`src/rtl/mc_controller_pkg.sv`:
```
// Shared types and select codes for the multicycle controller.
// Holds the main FSM state enum, the ALU/mux encodings and the per-state output table.
package mc_controller_pkg;

  typedef enum logic [3:0] {
    FETCH, DECODE, MEMADR, MEMRD, MEMWB, MEMWR, EXECR, EXECI, ALUWB, BRANCH, UNKNOWN
  } state_t;

  localparam logic [1:0] ALU_ADD = 2'b00;
  localparam logic [1:0] ALU_SUB = 2'b01;
  localparam logic [1:0] ALU_AND = 2'b10;
  localparam logic [1:0] ALU_ORR = 2'b11;

  localparam logic [1:0] SRCA_A   = 2'b00;
  localparam logic [1:0] SRCA_PC  = 2'b01;
  localparam logic [1:0] SRCB_RD2 = 2'b00;
  localparam logic [1:0] SRCB_IMM = 2'b01;
  localparam logic [1:0] SRCB_4   = 2'b10;
  localparam logic [1:0] RES_ALUOUT    = 2'b00;
  localparam logic [1:0] RES_DATA      = 2'b01;
  localparam logic [1:0] RES_ALURESULT = 2'b10;

  typedef struct packed {
    logic       irwrite;
    logic       nextpc;
    logic       adrsrc;
    logic       regw;
    logic       memw;
    logic       aluop;
    logic       branch;
    logic [1:0] alusrca;
    logic [1:0] alusrcb;
    logic [1:0] resultsrc;
  } fsm_out_t;

  function automatic fsm_out_t state_outputs(state_t s);
    fsm_out_t o;
    o = '0;
    case (s)
      FETCH: begin
        o.irwrite = 1'b1; o.nextpc = 1'b1;
        o.alusrca = SRCA_PC; o.alusrcb = SRCB_4; o.resultsrc = RES_ALURESULT;
      end
      DECODE: begin
        o.alusrca = SRCA_PC; o.alusrcb = SRCB_4; o.resultsrc = RES_ALURESULT;
      end
      MEMADR: o.alusrcb = SRCB_IMM;
      MEMRD:  o.adrsrc = 1'b1;
      MEMWB:  begin o.resultsrc = RES_DATA; o.regw = 1'b1; end
      MEMWR:  begin o.adrsrc = 1'b1; o.memw = 1'b1; end
      EXECR:  o.aluop = 1'b1;
      EXECI:  begin o.alusrcb = SRCB_IMM; o.aluop = 1'b1; end
      ALUWB:  o.regw = 1'b1;
      BRANCH: begin o.alusrcb = SRCB_IMM; o.resultsrc = RES_ALURESULT; o.branch = 1'b1; end
      default: o = '0;
    endcase
    return o;
  endfunction

endpackage

```
`src/rtl/mc_controller_if.sv`:
```
// Instruction/flag inputs and datapath control outputs of the multicycle controller.
interface mc_controller_if;
  logic [31:0] Instr;
  logic [3:0]  ALUFlags;
  logic        PCWrite;
  logic        MemWrite;
  logic        RegWrite;
  logic        IRWrite;
  logic        AdrSrc;
  logic [1:0]  RegSrc;
  logic [1:0]  ALUSrcA;
  logic [1:0]  ALUSrcB;
  logic [1:0]  ResultSrc;
  logic [1:0]  ImmSrc;
  logic [1:0]  ALUControl;

  modport master (
    output Instr, ALUFlags,
    input  PCWrite, MemWrite, RegWrite, IRWrite, AdrSrc,
    input  RegSrc, ALUSrcA, ALUSrcB, ResultSrc, ImmSrc, ALUControl
  );

  modport slave (
    input  Instr, ALUFlags,
    output PCWrite, MemWrite, RegWrite, IRWrite, AdrSrc,
    output RegSrc, ALUSrcA, ALUSrcB, ResultSrc, ImmSrc, ALUControl
  );
endinterface

```
`src/rtl/mc_controller_mainfsm.sv`:
```
// Main sequencing FSM: state register plus registered per-state control outputs.
//  state   | meaning
//  FETCH   | load IR, PC <= PC+4
//  DECODE  | read registers, pick instruction class
//  MEMADR  | compute load/store address
//  MEMRD   | read data memory
//  MEMWB   | write loaded data to register file
//  MEMWR   | write data memory
//  EXECR   | ALU op, register operand
//  EXECI   | ALU op, immediate operand
//  ALUWB   | write ALU result
//  BRANCH  | conditional PC update
//  UNKNOWN | undefined op, no side effects
module mc_mainfsm
  import mc_controller_pkg::*;
(
  input  logic     clk,
  input  logic     reset,
  input  logic [1:0] op,
  input  logic     is_imm,
  input  logic     is_load,
  output state_t   state,
  output fsm_out_t ctl
);

  function automatic state_t next_state(state_t s, logic [1:0] o, logic imm, logic ld);
    case (s)
      FETCH:  return DECODE;
      DECODE: case (o)
                2'b00:   return imm ? EXECI : EXECR;
                2'b01:   return MEMADR;
                2'b10:   return BRANCH;
                default: return UNKNOWN;
              endcase
      MEMADR: return ld ? MEMRD : MEMWR;
      MEMRD:  return MEMWB;
      EXECR,
      EXECI:  return ALUWB;
      default: return FETCH;
    endcase
  endfunction

  // Outputs are registered from the next state so they change on the same edge as state.
  always_ff @(posedge clk or negedge reset) begin
    if (!reset) begin
      state <= FETCH;
      ctl   <= state_outputs(FETCH);
    end else begin
      state <= next_state(state, op, is_imm, is_load);
      ctl   <= state_outputs(next_state(state, op, is_imm, is_load));
    end
  end

endmodule

```
`src/rtl/mc_controller.sv`:
```
// Multicycle ARM-subset controller: instruction decode, ALU decode, condition check and flags.
module mc_controller
  import mc_controller_pkg::*;
(
  input  logic clk,
  input  logic reset,
  mc_controller_if.slave bus
);

  logic [3:0] cond, rd;
  logic [1:0] op;
  logic [5:0] funct;
  state_t     state;
  fsm_out_t   ctl;
  logic [3:0] flags;
  logic [1:0] flagw;
  logic [1:0] alucontrol;
  logic       condex, condexr;
  logic       unused;

  assign cond   = bus.Instr[31:28];
  assign op     = bus.Instr[27:26];
  assign funct  = bus.Instr[25:20];
  assign rd     = bus.Instr[15:12];
  assign unused = ^{bus.Instr[19:16], bus.Instr[11:0]};

  mc_mainfsm u_mainfsm (
    .clk     (clk),
    .reset   (reset),
    .op      (op),
    .is_imm  (funct[5]),
    .is_load (funct[0]),
    .state   (state),
    .ctl     (ctl)
  );

  always_comb begin
    alucontrol = ALU_ADD;
    flagw      = 2'b00;
    if (ctl.aluop) begin
      case (funct[4:1])
        4'b0100: begin alucontrol = ALU_ADD; flagw = {2{funct[0]}}; end
        4'b0010: begin alucontrol = ALU_SUB; flagw = {2{funct[0]}}; end
        4'b0000: begin alucontrol = ALU_AND; flagw = {funct[0], 1'b0}; end
        4'b1100: begin alucontrol = ALU_ORR; flagw = {funct[0], 1'b0}; end
        default: begin alucontrol = ALU_ADD; flagw = 2'b00; end
      endcase
    end
  end

  always_comb begin
    logic n, z, c, v;
    {n, z, c, v} = flags;
    case (cond)
      4'b0000: condex = z;
      4'b0001: condex = ~z;
      4'b0010: condex = c;
      4'b0011: condex = ~c;
      4'b0100: condex = n;
      4'b0101: condex = ~n;
      4'b0110: condex = v;
      4'b0111: condex = ~v;
      4'b1000: condex = c & ~z;
      4'b1001: condex = ~c | z;
      4'b1010: condex = (n == v);
      4'b1011: condex = (n != v);
      4'b1100: condex = ~z & (n == v);
      4'b1101: condex = z | (n != v);
      4'b1110: condex = 1'b1;
      default: condex = 1'b0;
    endcase
  end

  always_ff @(posedge clk or negedge reset) begin
    if (!reset) begin
      flags   <= 4'b0000;
      condexr <= 1'b0;
    end else begin
      if (state == DECODE) condexr <= condex;
      if (flagw[1] && condex) flags[3:2] <= bus.ALUFlags[3:2];
      if (flagw[0] && condex) flags[1:0] <= bus.ALUFlags[1:0];
    end
  end

  assign bus.PCWrite    = ctl.nextpc | (ctl.branch & condexr) | ((rd == 4'hF) & ctl.regw & condexr);
  assign bus.RegWrite   = ctl.regw & condexr;
  assign bus.MemWrite   = ctl.memw & condexr;
  assign bus.IRWrite    = ctl.irwrite;
  assign bus.AdrSrc     = ctl.adrsrc;
  assign bus.ALUSrcA    = ctl.alusrca;
  assign bus.ALUSrcB    = ctl.alusrcb;
  assign bus.ResultSrc  = ctl.resultsrc;
  assign bus.ALUControl = alucontrol;
  assign bus.ImmSrc     = op;
  assign bus.RegSrc     = {op == 2'b01, op == 2'b10};

endmodule

```
`src/flat_wrapper.sv`:
```
// flat-port wrapper written by rule: the top's interface ports become plain ports
module mc_controller_flat import mc_controller_pkg::*;
  (clk, reset, bus_Instr, bus_ALUFlags, bus_PCWrite, bus_MemWrite, bus_RegWrite, bus_IRWrite, bus_AdrSrc, bus_RegSrc, bus_ALUSrcA, bus_ALUSrcB, bus_ResultSrc, bus_ImmSrc, bus_ALUControl);
  mc_controller_if bus_i ();
  input  logic clk;
  input  logic reset;
  input wire logic [$bits(bus_i.Instr)-1:0] bus_Instr;
  input wire logic [$bits(bus_i.ALUFlags)-1:0] bus_ALUFlags;
  output wire logic [$bits(bus_i.PCWrite)-1:0] bus_PCWrite;
  output wire logic [$bits(bus_i.MemWrite)-1:0] bus_MemWrite;
  output wire logic [$bits(bus_i.RegWrite)-1:0] bus_RegWrite;
  output wire logic [$bits(bus_i.IRWrite)-1:0] bus_IRWrite;
  output wire logic [$bits(bus_i.AdrSrc)-1:0] bus_AdrSrc;
  output wire logic [$bits(bus_i.RegSrc)-1:0] bus_RegSrc;
  output wire logic [$bits(bus_i.ALUSrcA)-1:0] bus_ALUSrcA;
  output wire logic [$bits(bus_i.ALUSrcB)-1:0] bus_ALUSrcB;
  output wire logic [$bits(bus_i.ResultSrc)-1:0] bus_ResultSrc;
  output wire logic [$bits(bus_i.ImmSrc)-1:0] bus_ImmSrc;
  output wire logic [$bits(bus_i.ALUControl)-1:0] bus_ALUControl;
  assign bus_i.Instr = bus_Instr;
  assign bus_i.ALUFlags = bus_ALUFlags;
  assign bus_PCWrite = bus_i.PCWrite;
  assign bus_MemWrite = bus_i.MemWrite;
  assign bus_RegWrite = bus_i.RegWrite;
  assign bus_IRWrite = bus_i.IRWrite;
  assign bus_AdrSrc = bus_i.AdrSrc;
  assign bus_RegSrc = bus_i.RegSrc;
  assign bus_ALUSrcA = bus_i.ALUSrcA;
  assign bus_ALUSrcB = bus_i.ALUSrcB;
  assign bus_ResultSrc = bus_i.ResultSrc;
  assign bus_ImmSrc = bus_i.ImmSrc;
  assign bus_ALUControl = bus_i.ALUControl;
  mc_controller u_core (.clk(clk), .reset(reset), .bus(bus_i));
endmodule
```
`config.mk`:
```
export PLATFORM = sky130hd
export DESIGN_NAME = mc_controller_flat
export DESIGN_NICKNAME = d
export VERILOG_FILES = /design/src/rtl/mc_controller_pkg.sv /design/src/rtl/mc_controller_if.sv /design/src/rtl/mc_controller_mainfsm.sv /design/src/rtl/mc_controller.sv /design/src/flat_wrapper.sv
export SDC_FILE = /design/constraint.sdc
export NUM_CORES = 1
export LEC_CHECK = 0
export BUFFER_PORTS_ARGS = -buffer_cell sky130_fd_sc_hd__buf_2
export CORE_UTILIZATION = 48
export CTS_BUF_LIST = sky130_fd_sc_hd__clkbuf_16
export CTS_CLUSTER_SIZE = 40
export DETAILED_ROUTE_END_ITERATION = 12
export PLACE_DENSITY = 0.83
export SETUP_SLACK_MARGIN = 0.3
export SYNTH_ARGS = -nofsm -noshare
export SYNTH_HDL_FRONTEND = slang
export SYNTH_HIERARCHICAL = 1
export SYNTH_SLANG_ARGS = --single-unit
```
`constraint.sdc`:
```
create_clock -name clk -period 3.8 [get_ports clk]
set_clock_uncertainty 0.1 [all_clocks]
set_input_delay 0.19 -clock clk [delete_from_list [all_inputs] [get_ports clk]]
set_output_delay 0.19 -clock clk [all_outputs]
set_load 0.005 [all_outputs]
```
-- Word level (Yosys, flattened, before mapping)
Index checks and enable logic that the tools add are counted.
- register bits after elaboration: 22
- output and inout bits: 17
- logic and storage cells: 99
- equality and inequality tests: 36
- multiplexer cells: 18
- bitwise gates (word level): 15
- reduce and logical (&&, ||, !) cells: 16
- operators by type and width (operator ; count):
    $eq 4x3->1 const B ; 11
    $eq 4x4->1 const B ; 11
    $eq 4x2->1 const B ; 7
    $pmux 4 s5 ; 1
    $logic_not 4->1 ; 4
    $pmux 1 s15 ; 1
    $reduce_or 2->1 ; 7
    $eq 4x1->1 const B ; 3
    $pmux 2 s2 ; 3
    $pmux 4 s3 ; 1
    $and 1x1->1 ; 7
    $mux 1 ; 7
    $mux 2 ; 3
    $pmux 2 s3 ; 1
    $reduce_or 3->1 ; 2
    $not 1->1 ; 4
    $or 1x1->1 ; 4
    $mux 3 ; 1
    $eq 2x1->1 const B ; 1
    $eq 2x2->1 const B ; 1
    $logic_and 1x1->1 ; 2
    $logic_not 2->1 ; 1
    $eq 1x1->1 ; 1
    $ne 1x1->1 ; 1

-- Longest topological paths before layout
- depth after elaboration: 6
- mapped depth: 7
- gate-level depth less buffers: 6

-- Modules after synthesis
Netlist, hierarchy kept.
- by module, submodules not included (module ; times used ; cells each ; area each (µm²) ; sequential area each (µm²)):
    mc_mainfsm ; 1 ; 53 ; 620.6 ; 380.4
    mc_controller ; 1 ; 54 ; 493.0 ; 125.1

-- Worst setup path before layout
Ideal clock, no wire load.
- kind: flip-flop to flip-flop
- start: reg u_core.flags[3]
- end: reg u_core.flags[0]
- library setup time: 125 ps
- arrival time: 1838 ps
- setup slack: 1737 ps
- cell stages (with the launch flop): 7
- clock period less this slack: 2063 ps
- path through: dfrtp_1 xnor2_1 or3_1 a32o_1 a211o_1 nand4_1 mux2_2
- cells in the longest elaborated chain, start to end: 4
- ends and longest elaborated chain (element ; RTL line ; text):
    start, declared ; mc_controller.sv:15 ; logic [3:0] flags;
    start signal, assigned ; mc_controller.sv:80 ; if (flagw[1] && condex) flags[3:2] <= bus.ALUFlags[3:2];
    $ne 1x1->1 / $eq 1x1->1 (equally long branches) ; -- ;
    $or 1x1->1 / $and 1x1->1 (equally long branches) ; mc_controller.sv:68, mc_controller.sv:67 ;
    $pmux 1 s15 * ; mc_controller.sv:54 ; case (cond)
    $logic_and 1x1->1 * ; mc_controller.sv:81 ; if (flagw[0] && condex) flags[1:0] <= bus.ALUFlags[1:0];
Every way passes the cells marked *; elsewhere a longest branch is shown, timed or not.
A chain may end at the register's enable or synchronous reset.

-- Worst setup path in the final report
- start: reg u_core.flags[0]
- end: reg u_core.flags[0]
Same word-level chain as after synthesis.

==> results.sh <==
export IMPL_grt_first_pass_wirelength_um=3820
export IMPL_detailedRoute_firstPassIterationCount=4
export IMPL_final_util=0.627
export IMPL_netSwitchingPower_uw=272
export IMPL_total_power_uw=864
export IMPL_detail_route_drc_violations=0
export IMPL_area_growth_synth_to_final_pct=23.4
export IMPL_synth_seq_area_share=0.454
export IMPL_yosysTopAreaCellShare=0.360
export IMPL_post_synth_top_area_cell="sky130_fd_sc_hd__dfrtp_1"
export IMPL_rrSetupSlack_ns=1.56
export IMPL_timing_critical_path_required_ns=3.83
export IMPL_slew_violations=0
export IMPL_synth_mux_area_frac=0.0787
export IMPL_synth_simple_gate_area_share=0.245
export IMPL_fp_dieH_um=50.2
export IMPL_cts_inserted_buffers=3
export IMPL_worst_path_stages=6
export IMPL_grt_pass1_vias=858
export IMPL_number_of_enable_flip_flop_cells_after_synthesis=0
export IMPL_fraction_of_registers_with_async_set_reset=1.00
export IMPL_critPathCaptureType="flip-flop"
export IMPL_hp_class="input port to flip-flop"
export IMPL_synth_top_cells_by_count="16 x sky130_fd_sc_hd__dfrtp_1, 9 x sky130_fd_sc_hd__nor2_1"
export IMPL_run_status="completed"
export IMPL_ir_drop_v=0.000437
export IMPL_postRouteWirelength_um=2200
export IMPL_dominant_delay_contributor_by_cell_family_on_the_critical_path="compound AO/OA/AOI/OAI gates"
export IMPL_fin_area_mm2=0.00137
export IMPL_final_antenna_net_count=0
export IMPL_postPlaceCellArea_mm2=0.00128
export IMPL_timing_setup_tns_ns=0
export IMPL_slowest_stage="sky130_fd_sc_hd__dfrtp_1"
export IMPL_gpl_final_weighted_congestion=0.784
export IMPL_die_w_um=50.2
export IMPL_yosysWarningCount=6
export IMPL_synthesis_instances=107
export IMPL_top_level_ports=55
export IMPL_layout_nets=181
export IMPL_finalHoldWorstSlack_ns=0.0728
export IMPL_hold_viol_final=0
export IMPL_synth_area_mm2=0.00111
export IMPL_timing_final_crit_period_ns=2.24
export IMPL_timing_hold_worst_start="bus_ALUFlags[3]"
export IMPL_ff_latch_area_um2=505
export IMPL_power_clock_fraction=0.245
export IMPL_cts_setup_buffers=0
export IMPL_whs_path_depth=2
export IMPL_clk_pin_slew_ns=0.05
export IMPL_clkLatencyLatePin_ns=0.25
export IMPL_critPathBufInv=0
export IMPL_timing_setup_critical_path_class="flip-flop to flip-flop"
export IMPL_sequential_share_of_power=0.435
export IMPL_synth_compound_area_share=0.133
export IMPL_synthTopCellsByArea="sky130_fd_sc_hd__dfrtp_1 36%, sky130_fd_sc_hd__dfstp_2 9.4%, sky130_fd_sc_hd__mux2_2 6.1%"
export IMPL_drt_vias_per_instance=5.21
export IMPL_portBuffers=37
export IMPL_synthXorXnorAreaFrac=0.0393
export IMPL_max_clock_buf_depth=2
export IMPL_worst_stage_delay_on_the_critical_path_ns=0.41
export IMPL_detail_route_iter0_violations=22
export IMPL_comb_power_share=0.320
export IMPL_crit_path_cell_trace="xnor2_1 > or3_1 > a32o_1 > a211o_1 > nand4_1 > mux2_2"
export IMPL_timing_reg2reg_worst_path_depth=6
export IMPL_cts_hold_buf=1
export IMPL_die_area_mm2=0.00252
export IMPL_largest_driver_fanout_on_the_critical_path=4
export IMPL_yosys_area_share_adder=0
export IMPL_ctsResizeCount=0
export IMPL_final_setup_viol_count=0
export IMPL_antenna_diode_count=0
export IMPL_global_route_usage_total=0.201
export IMPL_core_mm2=0.00219
export IMPL_synth_cell_types=44
export IMPL_grt_max_degree=21
export IMPL_critical_path_reg2reg_endpoint="u_core/flags[0]"
export IMPL_placementRows=17
export IMPL_critical_path_reg2reg_startpoint="u_core/flags[0]"
export IMPL_power_share_switching=0.315
export IMPL_initial_core_util=0.508
export IMPL_ys_seq_elements=20
export IMPL_power_leakage_nw=0.684
export IMPL_power_report_internal_total_uw=591
export IMPL_drv_cap=0
export IMPL_syn_num_nets=145
export IMPL_layout_drive_gt1_share=0.415
export IMPL_synth_area_per_cell_um2=10.4
export IMPL_pwr_per_cell_area_mw_per_mm2=629
export IMPL_setup_repair_after_global_routing_missed_its_margin="no"
export IMPL_cts_sink_count=20
export IMPL_cts_htree_levels=1
export IMPL_cts_root_buffer="sky130_fd_sc_hd__clkbuf_16"
export IMPL_data_arrival_time_of_the_critical_path_ns=2.27
export IMPL_synth_most_common_cell="sky130_fd_sc_hd__dfrtp_1"
export IMPL_place_detailed_hpwl_um=1600
export IMPL_top_flip_flop_cell_by_instance_count_after_synthesis="sky130_fd_sc_hd__dfrtp_1"
export IMPL_antenna_found_initial=0
export IMPL_dr_total_vias=885
export IMPL_cts_tree="built"
export IMPL_tcrit_tclk_final=0.588
export IMPL_multi_input_comb_area_um2=556
export IMPL_grt_overflow_total=0
export IMPL_num_fill_cells=180
export IMPL_worstSetupStartpointType="flip-flop"
export IMPL_synth_top_family_by_area="simple AND/OR/NAND/NOR gates"
export IMPL_detail_route_wl_per_cell_um=12.9
export IMPL_worstHoldEndpoint="u_core/flags[3]"
export IMPL_clock_fmax_ghz=0.447
## state kept, by name, indices dropped and copies added (netlist names)
signal and flops:
u_core/condexr 1, u_core/flags 4, u_core/u_mainfsm/ctl 11, u_core/u_mainfsm/state 4
## placed cells by master, fill, tap and decap left out, types with 3 or more instances in the layout
cell type,netlist,layout
sky130_fd_sc_hd__nor2b_1,6,6
sky130_fd_sc_hd__a21oi_1,3,3
sky130_fd_sc_hd__mux2_2,6,6
sky130_fd_sc_hd__buf_2,0,37
sky130_fd_sc_hd__nor2_1,9,9
sky130_fd_sc_hd__nand2b_1,3,3
sky130_fd_sc_hd__clkbuf_16,0,3
sky130_fd_sc_hd__a22oi_1,3,3
sky130_fd_sc_hd__xor2_1,3,3
sky130_fd_sc_hd__and2_1,3,3
sky130_fd_sc_hd__dfstp_2,4,4
sky130_fd_sc_hd__dfrtp_1,16,16
sky130_fd_sc_hd__nor3_1,6,6
## power by group through the flow
stage	registers [mW]	clock network, mW	logic, mW
after global placement	0.374	0	0.262
final	0.376	0.212	0.276
after global routing	0.389	0.227	0.308
after detailed placement	0.380	0	0.273
after floorplan	0.352	0	0.217
after CTS	0.378	0.214	0.278
## logic make-up after synthesis
group | after synthesis
compound gates | 19
xor+xnor | 5
buf+inv | 8
flops | 20
mux | 8
other cells | 1
simple gates | 46
## worst max-delay path by stage
stage	start	endpoint	slack [ns]
final	u_core/flags[0]	u_core/flags[0]	1.56
after global routing	u_core/flags[0]	u_core/flags[0]	1.45
after CTS	u_core/flags[0]	u_core/flags[0]	1.56
after detailed placement	u_core/flags[0]	u_core/flags[0]	1.56
after global placement	u_core/flags[0]	u_core/flags[1]	1.63
after floorplan	u_core/flags[3]	u_core/flags[0]	1.74
## per-layer routing
layer / track usage / share of wire
met1: 0.258 / 0.42
met2: 0.333 / 0.52
met3: 0.0303 / 0.051
met4: 0.0857 / 0.0077
met5: 0 / 0
## per-stage QoR
stage | instances | worst slack, ns
2_1_floorplan | 107 | 1.74
3_3_place_gp | 165 | 1.63
3_5_place_dp | 165 | 1.56
4_1_cts | 170 | 1.56
5_1_grt | 170 | 1.45
6_report | 170 | 1.56
## final cells by class
class,instances,area share
inverters,1,0.00273
multi-input cells,79,0.404
flip-flops and latches,20,0.368
well taps,28,0.0255
clock buffers,3,0.0546
clock inverters,1,0.00273
repair buffers,38,0.142
Note: power is estimated with default switching activity, not from simulation.
